--- config.mk ---
export PLATFORM = sky130hd
export DESIGN_NAME = grey_digit_scan_flat
export DESIGN_NICKNAME = d
export VERILOG_FILES = /design/src/rtl/grey_pkg.sv /design/src/rtl/grey_digit_scan_if.sv /design/src/rtl/grey_seg_dec.sv /design/src/rtl/grey_digit_scan.sv /design/src/flat_wrapper.sv
export SDC_FILE = /design/constraint.sdc
export NUM_CORES = 1
export LEC_CHECK = 0
export ABC_AREA = 0
export CELL_PAD_IN_SITES_DETAIL_PLACEMENT = 0
export CELL_PAD_IN_SITES_GLOBAL_PLACEMENT = 1
export CORE_ASPECT_RATIO = 0.5
export CORE_MARGIN = 5
export CORE_UTILIZATION = 39
export DETAILED_ROUTE_END_ITERATION = 8
export GPL_ROUTABILITY_DRIVEN = 0
export PLACE_DENSITY = 0.89
export SKIP_CTS_REPAIR_TIMING = 1
export SLEW_MARGIN = 20
export SYNTH_ARGS = -nofsm -noshare
export SYNTH_HDL_FRONTEND = slang
export SYNTH_SLANG_ARGS = --single-unit
export TNS_END_PERCENT = 10
--- constraint.sdc ---
create_clock -name i_clk -period 3.8 [get_ports i_clk]
set_clock_uncertainty 0.05 [all_clocks]
set_input_delay 0.76 -clock i_clk [delete_from_list [all_inputs] [get_ports i_clk]]
set_output_delay 0.76 -clock i_clk [all_outputs]
set_load 0.03 [all_outputs]
--- src/rtl/grey_pkg.sv ---
// Shared constants, Johnson digit codes, segment patterns and scan state type
// for the Grey digit scanner.
package grey_pkg;

    localparam int unsigned DIGIT_W    = 5;
    localparam int unsigned NUM_DIGITS = 12;

    // 5-bit Johnson (twisted-ring) decimal digit codes
    localparam logic [DIGIT_W-1:0] JC_0 = 5'b00000;
    localparam logic [DIGIT_W-1:0] JC_1 = 5'b00001;
    localparam logic [DIGIT_W-1:0] JC_2 = 5'b00011;
    localparam logic [DIGIT_W-1:0] JC_3 = 5'b00111;
    localparam logic [DIGIT_W-1:0] JC_4 = 5'b01111;
    localparam logic [DIGIT_W-1:0] JC_5 = 5'b11111;
    localparam logic [DIGIT_W-1:0] JC_6 = 5'b11110;
    localparam logic [DIGIT_W-1:0] JC_7 = 5'b11100;
    localparam logic [DIGIT_W-1:0] JC_8 = 5'b11000;
    localparam logic [DIGIT_W-1:0] JC_9 = 5'b10000;

    // Segment patterns {g,f,e,d,c,b,a}, active-high
    localparam logic [6:0] SEG_0    = 7'h3F;
    localparam logic [6:0] SEG_1    = 7'h06;
    localparam logic [6:0] SEG_2    = 7'h5B;
    localparam logic [6:0] SEG_3    = 7'h4F;
    localparam logic [6:0] SEG_4    = 7'h66;
    localparam logic [6:0] SEG_5    = 7'h6D;
    localparam logic [6:0] SEG_6    = 7'h7D;
    localparam logic [6:0] SEG_7    = 7'h07;
    localparam logic [6:0] SEG_8    = 7'h7F;
    localparam logic [6:0] SEG_9    = 7'h6F;
    localparam logic [6:0] SEG_DASH = 7'h40;

    typedef enum logic [2:0] {
        StIdle,
        StLoad,
        StSkip,
        StShow,
        StGap
    } scan_state_e;

endpackage

--- src/rtl/grey_digit_scan_if.sv ---
// Digit input / segment output bundle for the Grey digit scanner.
// master: the side supplying enable and digits; slave: the scanner itself.
interface grey_digit_scan_if #(
    parameter int unsigned NUM_DIGITS = 12
);
    logic                      i_en;
    logic [5*NUM_DIGITS-1:0]   i_digits;
    logic [7:0]                o_seg;
    logic [3:0]                o_idx;
    logic                      o_frame;

    modport master (
        output i_en,
        output i_digits,
        input  o_seg,
        input  o_idx,
        input  o_frame
    );

    modport slave (
        input  i_en,
        input  i_digits,
        output o_seg,
        output o_idx,
        output o_frame
    );
endinterface

--- src/rtl/grey_seg_dec.sv ---
// Johnson digit code to 7-segment pattern; any non-Johnson code shows a dash.
module grey_seg_dec
    import grey_pkg::*;
(
    input  logic [DIGIT_W-1:0] code_i,
    output logic [6:0]         seg_o
);

    // Table lookup, invalid codes fall through to the dash pattern
    always_comb begin
        seg_o = SEG_DASH;
        case (code_i)
            JC_0:    seg_o = SEG_0;
            JC_1:    seg_o = SEG_1;
            JC_2:    seg_o = SEG_2;
            JC_3:    seg_o = SEG_3;
            JC_4:    seg_o = SEG_4;
            JC_5:    seg_o = SEG_5;
            JC_6:    seg_o = SEG_6;
            JC_7:    seg_o = SEG_7;
            JC_8:    seg_o = SEG_8;
            JC_9:    seg_o = SEG_9;
            default: seg_o = SEG_DASH;
        endcase
    end

endmodule

--- src/rtl/grey_digit_scan.sv ---
// Serialises a snapshot of the Johnson-coded digit vector onto one 7-segment
// output, MSD first, with leading-zero suppression, per-digit dwell and an
// inter-frame blank gap.
// Optional: define GREY_SCAN_DP_EN to light the DP at idx 3/6/9 and during gap.
module grey_digit_scan
    import grey_pkg::*;
#(
    parameter int unsigned NUM_DIGITS = grey_pkg::NUM_DIGITS,
    parameter int unsigned DWELL      = 1000,
    parameter int unsigned GAP        = 2000,
    parameter int unsigned CNT_W      = 11
) (
    input  logic                i_clk,
    input  logic                i_rst,
    grey_digit_scan_if.slave    bus
);

    localparam int unsigned VEC_W = DIGIT_W * NUM_DIGITS;
    localparam logic [CNT_W-1:0] DWELL_LD = CNT_W'(DWELL - 1);
    localparam logic [CNT_W-1:0] GAP_LD   = CNT_W'(GAP - 1);
    localparam logic [3:0]       IDX_TOP  = 4'(NUM_DIGITS - 1);

    scan_state_e        state_q, state_d;
    logic [3:0]         idx_q, idx_d;
    logic [CNT_W-1:0]   cnt_q, cnt_d;
    logic [VEC_W-1:0]   shadow_q, shadow_d;
    logic [7:0]         seg_q, seg_d;
    logic [3:0]         oidx_q, oidx_d;
    logic               frame_q, frame_d;

    logic [DIGIT_W-1:0] cur_code;
    logic [6:0]         dec_seg;
    logic               dp_show;
    logic               dp_gap;

    // Select the shadowed digit addressed by idx_q
    always_comb begin
        cur_code = '0;
        for (int i = 0; i < NUM_DIGITS; i++) begin
            if (idx_q == 4'(i)) begin
                cur_code = shadow_q[i*DIGIT_W +: DIGIT_W];
            end
        end
    end

    grey_seg_dec u_dec (
        .code_i (cur_code),
        .seg_o  (dec_seg)
    );

    // Decimal-point policy
    always_comb begin
`ifdef GREY_SCAN_DP_EN
        dp_show = (idx_q == 4'd3) || (idx_q == 4'd6) || (idx_q == 4'd9);
        dp_gap  = 1'b1;
`else
        dp_show = 1'b0;
        dp_gap  = 1'b0;
`endif
    end

    // Scan FSM next state, digit index, dwell/gap counter and snapshot
    always_comb begin
        state_d  = state_q;
        idx_d    = idx_q;
        cnt_d    = cnt_q;
        shadow_d = shadow_q;
        case (state_q)
            StIdle: begin
                if (bus.i_en) begin
                    state_d = StLoad;
                end
            end
            StLoad: begin
                shadow_d = bus.i_digits;
                idx_d    = IDX_TOP;
                state_d  = StSkip;
            end
            StSkip: begin
                // Ones digit is always shown, even when zero
                if (cur_code == JC_0 && idx_q != 4'd0) begin
                    idx_d = idx_q - 4'd1;
                end else begin
                    cnt_d   = DWELL_LD;
                    state_d = StShow;
                end
            end
            StShow: begin
                if (cnt_q == '0) begin
                    if (idx_q == 4'd0) begin
                        cnt_d   = GAP_LD;
                        state_d = StGap;
                    end else begin
                        idx_d = idx_q - 4'd1;
                        cnt_d = DWELL_LD;
                    end
                end else begin
                    cnt_d = cnt_q - CNT_W'(1);
                end
            end
            StGap: begin
                if (cnt_q == '0) begin
                    state_d = bus.i_en ? StLoad : StIdle;
                end else begin
                    cnt_d = cnt_q - CNT_W'(1);
                end
            end
            default: state_d = StIdle;
        endcase
    end

    // Registered outputs trail the FSM by one cycle
    always_comb begin
        seg_d   = 8'h00;
        oidx_d  = 4'd0;
        frame_d = (state_q == StLoad);
        if (state_q == StShow) begin
            seg_d  = {dp_show, dec_seg};
            oidx_d = idx_q;
        end else if (state_q == StGap) begin
            seg_d = {dp_gap, 7'h00};
        end
    end

    // State and output registers with synchronous reset
    always_ff @(posedge i_clk) begin
        if (i_rst) begin
            state_q  <= StIdle;
            idx_q    <= 4'd0;
            cnt_q    <= '0;
            shadow_q <= '0;
            seg_q    <= 8'h00;
            oidx_q   <= 4'd0;
            frame_q  <= 1'b0;
        end else begin
            state_q  <= state_d;
            idx_q    <= idx_d;
            cnt_q    <= cnt_d;
            shadow_q <= shadow_d;
            seg_q    <= seg_d;
            oidx_q   <= oidx_d;
            frame_q  <= frame_d;
        end
    end

    assign bus.o_seg   = seg_q;
    assign bus.o_idx   = oidx_q;
    assign bus.o_frame = frame_q;

endmodule
--- src/flat_wrapper.sv ---
// flat-port wrapper written by rule: the top's interface ports become plain ports
module grey_digit_scan_flat import grey_pkg::*;
#(
    parameter int unsigned NUM_DIGITS = grey_pkg::NUM_DIGITS,
    parameter int unsigned DWELL      = 1000,
    parameter int unsigned GAP        = 2000,
    parameter int unsigned CNT_W      = 11
)
  (i_clk, i_rst, bus_i_en, bus_i_digits, bus_o_seg, bus_o_idx, bus_o_frame);
  grey_digit_scan_if #(.NUM_DIGITS(NUM_DIGITS)) bus_i ();
  input  logic i_clk;
  input  logic i_rst;
  input wire logic [$bits(bus_i.i_en)-1:0] bus_i_en;
  input wire logic [$bits(bus_i.i_digits)-1:0] bus_i_digits;
  output wire logic [$bits(bus_i.o_seg)-1:0] bus_o_seg;
  output wire logic [$bits(bus_i.o_idx)-1:0] bus_o_idx;
  output wire logic [$bits(bus_i.o_frame)-1:0] bus_o_frame;
  assign bus_i.i_en = bus_i_en;
  assign bus_i.i_digits = bus_i_digits;
  assign bus_o_seg = bus_i.o_seg;
  assign bus_o_idx = bus_i.o_idx;
  assign bus_o_frame = bus_i.o_frame;
  grey_digit_scan #(.NUM_DIGITS(NUM_DIGITS), .DWELL(DWELL), .GAP(GAP), .CNT_W(CNT_W)) u_core (.i_clk(i_clk), .i_rst(i_rst), .bus(bus_i));
endmodule
# Word level (Yosys, flattened, before mapping)
# Memories as Yosys holds them, arrays and structs flattened. A register that Yosys moved wholly into a read port is not among the register bits.
# Cells that the tools add are included.
# W data, S select, Z words.
[classes]
add_sub_neg = 2
n_eq_ne = 23
n_mux = 28
bitwise_logic = 1
n_reduce_logical = 12
[ops]
columns = ["operator", "count"]
rows = [
  ["$mux W5", 12],
  ["$mux W11", 4],
  ["$pmux W11 S3", 1],
  ["$eq A4 B3 Y1 const B", 4],
  ["$eq A4 B4 Y1 const B", 4],
  ["$mux W3", 5],
  ["$pmux W3 S5", 1],
  ["$mux W4", 3],
  ["$pmux W4 S3", 1],
  ["$logic_not A11 Y1", 1],
  ["$sub A11 B1 Y11 const B", 1],
  ["$eq A4 B2 Y1 const B", 2],
  ["$ne A2 B1 Y1 const B", 4],
  ["$ne A2 B2 Y1 const B", 4],
  ["$eq A3 B2 Y1 const B", 2],
  ["$reduce_bool A3 Y1", 2],
  ["$logic_not A5 Y1", 1],
  ["$reduce_and A5 Y1", 1],
  ["$eq A4 B1 Y1 const B", 1],
  ["$logic_not A4 Y1", 1],
  ["$reduce_and A4 Y1", 1],
  ["$reduce_bool A4 Y1", 1],
  ["$sub A4 B1 Y4 const B", 1],
  ["$eq A3 B1 Y1 const B", 1],
  ["other kinds (7)", 7],
]
[totals]
regBits = 84
mem_bits_ro = 224
memories = 1
[memory_table]
columns = ["name", "depth", "width", "read_ports", "rd_clocked_by_memory_dff", "wr", "line", "source"]
rows = [
  ["(name not given)", 32, 7, 1, 1, 0, "grey_seg_dec.sv:12", "case (code_i)"],
]

# Depth between registers and ports, before layout
# Gate-level depths: netlist of run 1.
[depth]
depth_word = 17
mapped_depth = 16

# Cells and area by module
# From an unflattened synthesis of run 1, not the netlist that was laid out.
[hier_totals]
cells_unflattened = 616
area_unflattened_um2 = 4675.7
[by_module_without_submodules]
columns = ["module", "n_inst", "cells_each", "area_each_um2", "seq_area_each_um2"]
rows = [
  ["grey_digit_scan", 1, 575, 4370.4, 1801.7],
  ["grey_seg_dec", 1, 41, 305.3, 0.0],
]

# Least setup slack after synthesis of run 1
# OpenSTA, ideal clock, no wires.
[synth_timing]
path_kind = "register to register"
from = "reg u_core.idx_q[0]"
to = "reg u_core.cnt_q[3]"
setup_time_ps = 123
t_arrival_ps = 2987
required_time_ps = 3627
slack_ps = 640
stages_incl_launch_ff = 17
period_less_slack_ps = 3160
path_cell_list = "dfxtp_1 > inv_1 > ha_1 > buf_4 > buf_6 > buf_2 > nor2_2 > o211ai_1 > nand3_1 > a32oi_1 > o21a_1 > inv_1 > ha_1 > nor3b_1 > nand4b_1 > a21oi_1 > mux2_1"
[synth_via]
elab_chain_cells = 17
elab_cells_between_ends = 32
[synth_lines]
columns = ["element", "line", "source"]
rows = [
  ["start: declaration", "grey_digit_scan.sv:24", "logic [3:0] idx_q, idx_d;"],
  ["start signal: assignment", "grey_digit_scan.sv:137", "idx_q <= idx_d;"],
  ["$logic_not A4 Y1", "grey_digit_scan.sv:40, grey_digit_scan.sv:90", ""],
  ["$mux W5 (12 in series)", "grey_digit_scan.sv:40", "if (idx_q == 4'(i)) begin"],
  ["$logic_not A5 Y1", "grey_digit_scan.sv:81", "if (cur_code == JC_0 && idx_q != 4'd0) begin"],
  ["$logic_and A1 B1 Y1", "grey_digit_scan.sv:81", ""],
  ["$ne A2 B2 Y1 (no source line)", "n/a", ""],
  ["$reduce_and A3 Y1 (no source line)", "n/a", ""],
  ["end signal: assignment", "grey_digit_scan.sv:138", "cnt_q <= cnt_d;"],
  ["end: declaration", "grey_digit_scan.sv:25", "logic [CNT_W-1:0] cnt_q, cnt_d;"],
]
# Several ways; a longest one is shown, not always the timed one.
# A chain may end at the register's enable or synchronous reset.

# Worst setup path after layout of run 1
[layout_timing]
from = "reg u_core.idx_q[0]"
to = "reg u_core.idx_q[3]"
[layout_via]
elab_chain_cells = 17
elab_cells_between_ends = 35
[layout_lines]
columns = ["element", "line"]
rows = [
  ["$logic_not A4 Y1", "grey_digit_scan.sv:40, grey_digit_scan.sv:90"],
  ["$mux W5 (12 in series)", "grey_digit_scan.sv:40"],
  ["$logic_not A5 Y1", "grey_digit_scan.sv:81"],
  ["$logic_and A1 B1 Y1", "grey_digit_scan.sv:81"],
  ["$ne A2 B1 Y1 (no source line)", "n/a"],
  ["$reduce_and A4 Y1 (no source line)", "n/a"],
]
# Several ways; a longest one is shown, not always the timed one. The select of a mux whose other input is x is not followed.

==> results.md, run 1 <==
* Outcome: finished clean
* Finished Layout Cells at 814
* Horiz. Die Dim at about 160 um
* Final period util at ~92%
* R2r setup slk at a little under 0.3 ns
* Clk sink count at 90
* Die Area at 14100 um2
* Reg-to-reg startpoint: u_core.idx_q[0]
* Mapped Cells at 600
* R2r worst-path depth at 12
* Number of synthesized flops with an enable pin at 0
* Post-synth design cell area at between 4000 and 5000 um2
* Top cells by area, synth: dfxtp_1 40%, nand2_1 13%, a21oi_1 10%
* CTS tree: yes
* Async S/R FF share, synth at 0%
* Drt drc at 0
* Setup violators final at 0
* Diodes inserted at 0
* Input/output buffers at 74
* CP Class: reg2reg
* Max Clk Rate at around 290 MHz
* H-tree levels at 3
* Drt first pass iters at 5
* Startpoint types: flop
* Pin count of the biggest net entering global routing at 62
* Slew headroom at 51.1%
* Crit path max-delay family: compound AO/OA/AOI/OAI gates
* NetSw at approximately 0.0019 W
* I/O pin total at 76
* Routed WL at 12200 um
* Final WS setup at roughly 0.29 ns
* GRT overflow at 0
* Layout cells sized above 1 at 7.02%
* Slew Viols, Final at 0
* Power Density at 750 nW/um2
* Initial Utilization at 40.6%
* Slowest CP cell: ha_1
* CP endpoint: u_core.idx_q[3]
* Total Neg Setup Slack at 0 ns
* Worst hold path startpoint: u_core.shadow_q[32]
* Post-DR vias/cell at 5.33
* Sw Share at between 40 and 50%
* Clk root buf: clkbuf_16
* Reg power frac at 31.4%
* Worst slew pin tran at around 0.73 ns
* Worst vdd ir at 0.000254 V
* Cts bufs inserted at 9
* Number of global-route vias before repair at about 4000
* Main synth FF type: dfxtp_1
* Min-delay worst type: reg2reg
* Critical Path Source: u_core.idx_q[0]
* Clk pwr share at 20.7%
* Placed instance count at 798
* Hold Vio Cnt, Final at 0
* Syn_nets at 672
* Die height at 86.4 um
* Power Internal at 0.00239 W
* Final Util at 50.4%
* Crit path buf inv count at 1
* Drt wl/cell at 15.0 um
* Register bit total from synthesis at 90
* Final HPWL from detailed placement at 9090 um
* RSZ-0062 raised after global routing: false
* Maxcap violations at 0
* Most frequent cell after synthesis: nand2_1
* Worst-case clock buffer depth at 2
* Static Leak at 1.98 nW
* Core ar. at 11200 um2
* Nets at 722
* Syn Area/Cell at 7.60 um2
* Crit-path max FO at 17
* Post-route ant nets at 0
* Stages on the worst setup path at 12
* Area leader, netlist: dfxtp_1
* Core Rows at 27
* DR vias at 4339
* Share of the synthesized area in the top cell type at 39.5%
* Tot GR Track Use at 17.5%
* 1st-iter DRT viols at approximately 280
* Clk slew on worst S/H paths at 0.06 ns
* Clock latency on the worst-skew pair at 0.34 ns
* Unique cell type count in the Yosys netlist at 67
* Layout area overhead at 24.1%
* RR Endpoint: u_core.idx_q[3]
* Most frequent cells after synthesis: 160 x nand2_1, 95 x a21oi_1, 90 x dfxtp_1
* CP Capture Type: flop
* FILL cells at 1166
* Sequential cell area fraction in the yosys report at 39.5%
* Slowest stage delay, CP at ~0.57 ns
* YS warnings at 0
* Initial antenna violation count at 0
* Dpl ws at about 0.35 ns
* Comb power frac at 47.9%
* Worst Path Required at around 3.9 ns
* Critical Path AT at 3.65 ns
* First-pass GRT wire length at around 20000 um
* Minimum clock period after layout at roughly 3.5 ns
* Chain of cells forming the critical path: ha_1 > nand3b_1 > a21oi_1 > a31oi_1 > a32oi_1 > o21a_1 > inv_1 > ha_1 > nor3b_1 > nand4b_1 > a21oi_1 > a311oi_1
* Power, Total at 0.00424 W
[power by group through the flow]
stage / Combinational (W) / Sequential, W / Clock (W)
6_report: 0.00203 / 0.00133 / 0.000879
3_3_place_gp: 0.00197 / 0.00134 / 0
5_1_grt: 0.00227 / 0.00136 / 0.000945
4_1_cts: 0.00200 / 0.00132 / 0.000898
2_1_floorplan: 0.00158 / 0.00127 / 0
3_5_place_dp: 0.00199 / 0.00134 / 0
[area by class of cell]
type	instances	area [um2]	share of cell area, %
tap	159	199	3.52
clock buffer	10	229	4.05
inverter	16	60.1	1.06
multi-input combinational	452	2510	44.4
timing repair buffer	81	788	13.9
sequential	90	1800	31.9
clock inverter	6	67.6	1.19
[state kept, by name, summed over array words and instances, names as in the netlist]
register and cells:
u_core.state_q 3, u_core.bus.o_seg 7, u_core.shadow_q 60, u_core.idx_q 4, u_core.bus.o_frame 1, u_core.cnt_q 11, u_core.bus.o_idx 4
[cells by family after synthesis]
family                     synth area share [%]
muxes                                     0.467
DFF                                        39.5
buffers and inverters                      5.68
and+or+nand+nor                            27.5
AOI/OAI and AO/OA                          24.3
adders and majority gates                  2.47
other                                    0.0823
[placed cells by master, fill, tap and decap left out, drive strengths merged, types with 3 or more instances in the layout]
master / count
a311oi: 6
a31o: 3
and3: 3
o21ai: 18
nand3: 8
ha: 9
a221oi: 6
nor4: 7
o21a: 6
nor2: 28
clkbuf: 10
nand3b: 9
nor2b: 10
inv: 16
o211ai: 3
a21oi: 95
buf: 8
nor3b: 3
a211oi: 14
clkinv: 3
or3: 5
nor3: 9
dfxtp: 90
nand2: 161
clkdlybuf4s50: 73
a31oi: 6
nand2b: 7
and2: 3
nand4b: 3
[worst min-delay path by stage]
stage,cells after the start,end,slack [ns]
after CTS,2,u_core.shadow_q[14],0.41
after global routing,2,u_core.shadow_q[35],0.43
after global placement,2,u_core.shadow_q[14],0.39
after floorplan,2,u_core.shadow_q[18],0.38
after detailed placement,2,u_core.shadow_q[14],0.40
final,2,u_core.shadow_q[32],0.41
[per-stage QoR]
stage	area (um2)	hold slack [ns]
2_1_floorplan	4560	0.382
3_3_place_gp	5350	0.394
3_5_place_dp	5350	0.397
4_1_cts	5650	0.406
5_1_grt	5660	0.429
6_report	5660	0.406
[routing by layer]
layer,global-route usage [%],wire [um],part of all wire (%),up-vias
li1,-,-,-,2185
met4,4.41,116,0.95,0
met3,4.09,805,6.6,12
met5,0,0,0,-
met2,25.2,5200,43,141
met1,26.2,6100,50,2001
[worst register-to-register path, stage by stage, from the launching register on]
cell and delay (ns):
dfxtp_1 0.45, ha_1 0.57, nand3b_1 0.18, a21oi_1 0.06
a31oi_1 0.22, a32oi_1 0.14, o21a_1 0.25, inv_1 0.13
ha_1 0.22, nor3b_1 0.27, nand4b_1 0.21, a21oi_1 0.43
a311oi_1 0.17
Power figures use the tool's default switching activity.
==> run 2: changes to the inputs <==
- CORE_MARGIN: 5 -> default
- SKIP_CTS_REPAIR_TIMING: 1 -> default
==> run 2 against run 1 <==
Global-route usage grew 2.7 points. Critical path type unchanged. Flip-flop and latch count is the same. Final cell count grew 0.12%. Largest power group unchanged. Via count grew 0.85%. Final area grew 0.18%. Clock power grew 2.5%. Sequential share of layout area shrank 0.056 points. Routed wire length shrank 1.7%. Critical endpoint is now u_core.cnt_q[3].
==> results.md, run 2 (same netlist as run 1, synthesis figures left out) <==
* Number of global-route vias before repair at 3887 (was 4008)
* Commonest non-fill, non-tap cell in the layout: nand2_1 (unchanged)
* Input/output buffers at 74 (unchanged)
* Reg with most FFs: u_core.shadow_q (unchanged)
* Routed WL at 12000 um (was 12200 um)
* Max Clk Rate at 292 MHz (was 285 MHz)
* Worst-case clock buffer depth at 2 (unchanged)
* Final HPWL from detailed placement at 8710 um (was 9090 um)
* Nets at 723 (was 722)
* Drt first pass iters at 5 (unchanged)
* Placed instance count at 799 (was 798)
* Reg power frac at 30.8% (was 31.4%)
* Final period util at 90.2% (was 92.3%)
* First-pass GRT wire length at 19500 um (was 20100 um)
* Initial antenna violation count at 0 (unchanged)
* Drt wl/cell at 14.7 um (was 15.0 um)
* Horiz. Die Dim at 155 um (was 163 um)
* Post-DR vias/cell at 5.37 (was 5.33)
* Clock latency on the worst-skew pair at 0.34 ns (about the same)
* Slew Viols, Final at 0 (unchanged)
* Met3 Track Usage GR at 5.52% (was 4.09%)
* GRT overflow at 0 (unchanged)
* Diodes inserted at 0 (unchanged)
* Worst Path Required at 3.97 ns (was 3.94 ns)
* Hold Vio Cnt, Final at 0 (unchanged)
* Worst slew pin tran at 0.765 ns (was 0.734 ns)
* FILL cells at 1120 (was 1166)
* Finished Layout Cells at 815 (was 814)
* Total Neg Setup Slack at 0 ns (unchanged)
* Minimum clock period after layout at 3.43 ns (was 3.51 ns)
* CP Capture Type: flop (unchanged)
* Grt peak-use layer: met2 (was met1)
* Slew headroom at 49.0% (was 51.1%)
* Power, Total at 0.00428 W (was 0.00424 W)
* CP Class: reg2reg (unchanged)
* Power Density at 755 nW/um2 (was 750 nW/um2)
* Die Area at 12200 um2 (was 14100 um2)
* Worst vdd ir at 0.000277 V (was 0.000254 V)
* Tot GR Track Use at 20.2% (was 17.5%)
* Sw Share at 43.3% (was 43.7%)
* DR vias at 4376 (was 4339)
* GR Layer Usage met2 at 29.9% (was 25.2%)
* Startpoint types: flop (unchanged)
* Die height at 78.4 um (was 86.4 um)
* Power Internal at 0.00242 W (was 0.00239 W)
* Static Leak at 1.99 nW (was 1.98 nW)
* Setup violators final at 0 (unchanged)
* Core ar. at 11200 um2 (about the same)
* Clk slew on worst S/H paths at 0.06 ns (about the same)
* RSZ-0062 raised after global routing: false (unchanged)
* Critical Path AT at 3.60 ns (was 3.65 ns)
* Cts bufs inserted at 9 (unchanged)
* 1st-iter DRT viols at 338 (was 279)
* Layout area overhead at 24.3% (was 24.1%)
* H-tree levels at 3 (unchanged)
* Core Rows at 27 (unchanged)
* Comb power frac at 48.1% (was 47.9%)
* Crit-path max FO at 12 (was 17)
* Layout cells sized above 1 at 6.86% (was 7.02%)
* I/O pin total at 76 (unchanged)
* CTS tree: yes (unchanged)
* Initial Utilization at 40.8% (was 40.6%)
* Maxcap violations at 0 (unchanged)
* Clk pwr share at 21.1% (was 20.7%)
* Clk root buf: clkbuf_16 (unchanged)
* Post-route ant nets at 0 (unchanged)
* Drt drc at 0 (unchanged)
* Min-delay worst type: reg2reg (unchanged)
* Most frequent cells in the layout: 160 x nand2_1, 95 x a21oi_1, 90 x dfxtp_1 (unchanged)
* Pin count of the biggest net entering global routing at 62 (unchanged)
* Grt met1 use at 28.9% (was 26.2%)
* Max reg flops at 60 (unchanged)
* NetSw at 0.00185 W (about the same)
* Clk sink count at 90 (unchanged)
* Outcome: finished clean (unchanged)
## run 2: changes by cell type in the layout (fill, tap and decap cells not counted)
cell / change
clkinvlp_4: -2
clkbuf_1: +2
buf_4: +1
clkinv_4: -2
clkbuf_8: +2
## run 2: final cells by class
| class | instances | area [um2] | share of cell area [%] |
|---|---|---|---|
| clock buffer | 14 | 264 | 4.66 |
| clock inverter | 2 | 35.0 | 0.618 |
| inverter | 16 | 60.1 | 1.06 |
| multi-input combinational | 452 | 2510 | 44.3 |
| sequential | 90 | 1800 | 31.8 |
| tap | 159 | 199 | 3.51 |
| timing repair buffer | 82 | 796 | 14.0 |
## run 2: through the flow
stage / utilization [%] / setup WS, ns / area (um2) / hold slack [ns]
after floorplan: - / 0.640 / 4560 / 0.382
after global placement: 47.9 / 0.480 / 5360 / 0.392
after detailed placement: 47.9 / 0.320 / 5360 / 0.398
after CTS: 50.6 / 0.298 / 5660 / 0.406
after global routing: 50.7 / 0.0607 / 5670 / 0.419
final: 50.7 / 0.372 / 5670 / 0.406
## run 2: routing by layer
metal | vias to the layer above | share of wire, %
met5 | - | 0
met4 | 0 | 0.92
met3 | 10 | 6.5
met2 | 144 | 43
met1 | 2025 | 50
li1 | 2197 | -
## run 2: final timing paths
kind	startpoint	end	slack, ns	cells after the start
setup / recovery	u_core.idx_q[0]	u_core.cnt_q[3]	0.37	13
hold / removal	u_core.shadow_q[0]	u_core.shadow_q[0]	0.41	2
setup reg to reg	u_core.idx_q[0]	u_core.cnt_q[3]	0.37	13
hold reg to reg	u_core.shadow_q[0]	u_core.shadow_q[0]	0.41	2
## run 2: what timing repair did
action | in CTS | in global routing
hold buffers | 0 | 0
setup endpoints to repair | 0 | 4
buffers inserted | 0 | 0
gates resized for setup | 0 | 1
## run 2: power by group through the flow
stage          registers [W]  clock network, W  logic [W]
2_1_floorplan        0.00127                 0    0.00158
3_3_place_gp         0.00133                 0    0.00199
3_5_place_dp         0.00133                 0    0.00200
5_1_grt              0.00134          0.000961    0.00226
6_report             0.00132          0.000901    0.00206
4_1_cts              0.00131          0.000917    0.00202
## run 2: worst max-delay path, stage by stage (launching register included)
cell      delay [ns]
dfxtp_1         0.43
inv_1           0.12
ha_1            0.38
nand2_1         0.12
o21ai_0         0.09
a31oi_1         0.24
a32oi_1         0.13
o21a_1          0.24
inv_1           0.12
ha_1            0.22
nor3b_1         0.28
nand4b_1        0.24
a21oi_1         0.28
mux2_1          0.34
==> run 3: changes to the inputs <==
- CORE_UTILIZATION: 39 -> 42
- PLACE_DENSITY: 0.89 -> 0.94
- clock period: 3.8 -> 4.4 ns (I/O delays scaled with it)
==> run 3 against run 2 <==
Final cell count is 2.8% lower. Routed wire length is 1.9% lower. Sequential power is 14% lower. Critical path depth is 1 lower. Global-route usage is 1.3 points higher. Hold slack hardly changed. Final area is 0.33% lower. Worst setup slack better by 0.25 ns. Utilization is 3.7 points higher. Critical path type unchanged.
==> results.md, run 3 (same netlist as run 1, synthesis figures left out) <==
* Outcome: finished clean (unchanged)
* Critical Path AT at 3.96 ns (was 3.60 ns)
* Sw Share at 43.6% (was 43.3%)
* Diodes inserted at 0 (unchanged)
* Die Area at 11300 um2 (was 12200 um2)
* Slew Viols, Final at 0 (unchanged)
* H-tree levels at 3 (unchanged)
* Routed WL at 11800 um (was 12000 um)
* Reg power frac at 30.5% (was 30.8%)
* Hold-fix buffers at CTS at 0 (unchanged)
* Clock latency on the worst-skew pair at 0.35 ns (was 0.34 ns)
* Most frequent cells in the layout: 160 x nand2_1, 95 x a21oi_1, 90 x dfxtp_1 (unchanged)
* Worst-case clock buffer depth at 2 (unchanged)
* Flip-flop and latch area at 1800 um2 (unchanged)
* Core Rows at 26 (was 27)
* Static Leak at 1.98 nW (was 1.99 nW)
* Cts bufs inserted at 9 (unchanged)
* Critical Path Source: u_core.idx_q[1] (was u_core.idx_q[0])
* CP Class: reg2reg (unchanged)
* Clk sink count at 90 (unchanged)
* Comb power frac at 47.0% (was 48.1%)
* DR vias at 4391 (was 4376)
* CTS tree: yes (unchanged)
* Number of global-route vias before repair at 3744 (was 3887)
* Post-CTS resize count at 0 (unchanged)
* Multi-input logic area at 2510 um2 (about the same)
* Crit-path max FO at 26 (was 12)
* Worst Path Required at 4.58 ns (was 3.97 ns)
* Drt drc at 0 (unchanged)
* Die height at 75.7 um (was 78.4 um)
* Initial Utilization at 43.9% (was 40.8%)
* Initial antenna violation count at 0 (unchanged)
* Worst slew pin tran at 0.801 ns (was 0.765 ns)
* Reg with most FFs: u_core.shadow_q (unchanged)
* Power Density at 663 nW/um2 (was 755 nW/um2)
* Pin count of the biggest net entering global routing at 62 (unchanged)
* Clk slew on worst S/H paths at 0.06 ns (about the same)
* Input/output buffers at 74 (unchanged)
* Dpl ws at 0.784 ns (was 0.320 ns)
* Power Internal at 0.00211 W (was 0.00242 W)
* Nets at 719 (was 723)
* GRT overflow at 0 (unchanged)
* RSZ-0062 raised after global routing: false (unchanged)
* NetSw at 0.00163 W (was 0.00185 W)
* Maxcap violations at 0 (unchanged)
* Total Neg Setup Slack at 0 ns (unchanged)
* Clk root buf: clkbuf_16 (unchanged)
* Worst hold path startpoint: u_core.shadow_q[59] (was u_core.shadow_q[0])
* Commonest non-fill, non-tap cell in the layout: nand2_1 (unchanged)
* I/O pin total at 76 (unchanged)
* Setup violators final at 0 (unchanged)
* Clk pwr share at 22.5% (was 21.1%)
* Reg-to-reg startpoint: u_core.idx_q[1] (was u_core.idx_q[0])
* Slew headroom at 46.6% (was 49.0%)
* Minimum clock period after layout at 3.77 ns (was 3.43 ns)
* Core ar. at 10400 um2 (was 11200 um2)
* 1st-iter DRT viols at 301 (was 338)
* Max Clk Rate at 265 MHz (was 292 MHz)
* Final HPWL from detailed placement at 8300 um (was 8710 um)
* Layout cells sized above 1 at 6.60% (was 6.86%)
* Hold Vio Cnt, Final at 0 (unchanged)
* Startpoint types: flop (unchanged)
* Layout area overhead at 23.9% (was 24.3%)
* Horiz. Die Dim at 149 um (was 155 um)
* Setup bufs post-CTS at 0 (unchanged)
* FILL cells at 993 (was 1120)
* Worst vdd ir at 0.000318 V (was 0.000277 V)
* Final period util at 85.8% (was 90.2%)
* First-pass GRT wire length at 18600 um (was 19500 um)
* Drt wl/cell at 14.9 um (was 14.7 um)
* Post-route ant nets at 0 (unchanged)
* Tot GR Track Use at 21.5% (was 20.2%)
* Final WS setup at 0.626 ns (was 0.372 ns)
* Min-delay worst type: reg2reg (unchanged)
* CP Capture Type: flop (unchanged)
* Max reg flops at 60 (unchanged)
* Post-DR vias/cell at 5.54 (was 5.37)
* Drt first pass iters at 4 (was 5)
==> run 3: cell count changes in the layout (fill, tap and decap cells not counted) <==
| cell | delta |
|---|---|
| buf_12 | +1 |
| clkinvlp_4 | +1 |
| buf_4 | -5 |
| ha_2 | -1 |
| clkbuf_8 | -2 |
| bufinv_16 | +1 |
| inv_6 | +3 |
| ha_1 | +1 |
| clkbuf_1 | -3 |
==> run 3: power by group through the flow <==
stage          Combinational (W)  Sequential [W]  Clock (W)
3_5_place_dp             0.00170         0.00115          0
5_1_grt                  0.00192         0.00116   0.000887
6_report                 0.00176         0.00114   0.000843
4_1_cts                  0.00172         0.00114   0.000855
3_3_place_gp             0.00167         0.00115          0
2_1_floorplan            0.00136         0.00110          0
==> run 3: worst max-delay path, cell delays in order (launching register included) <==
cell and delay, ns:
dfxtp_1 0.36, inv_1 0.13, ha_1 0.69, o21ai_0 0.22
a31oi_1 0.27, a32oi_1 0.14, o21a_1 0.25, inv_1 0.14
ha_1 0.22, nor3b_1 0.31, nand4b_1 0.23, a21oi_1 0.29
mux2_1 0.35
==> run 3: final cells by class <==
type | count | share of cell area [%]
Clock buffer | 9 | 3.99
Clock inverter | 7 | 1.75
Inverter | 16 | 1.06
Multi-Input combinational cell | 452 | 44.4
Sequential cell | 90 | 31.9
Tap cell | 140 | 3.10
Timing Repair Buffer | 78 | 13.8
==> run 3: path summary, 6_finish.rpt <==
kind                            cells past startpoint             endpoint  slack (ns)
worst max-delay path                               12      u_core.cnt_q[3]        0.63
worst min-delay path                                2  u_core.shadow_q[59]        0.41
worst max register to register                     12      u_core.cnt_q[3]        0.63
worst min register to register                      2  u_core.shadow_q[59]        0.41
==> run 3: routing by layer <==
layer	GRT usage (%)	vias up	share of wire (%)
met2	33.5	126	43
met1	29.9	2070	50
met3	5.45	13	5.8
met5	0	-	0
li1	-	2182	-
met4	5.56	0	0.77
==> run 3: per-stage QoR <==
stage               hold WS, ns  util (%)  cell area, um2  std cells  power (W)
floorplan                 0.382         -            4560        600    0.00246
global placement          0.395      51.1            5300        775    0.00283
detailed placement        0.402      51.1            5300        775    0.00286
CTS                       0.410      54.2            5620        791    0.00371
global route              0.426      54.4            5650        792    0.00397
finish                    0.406      54.4            5650        792    0.00374
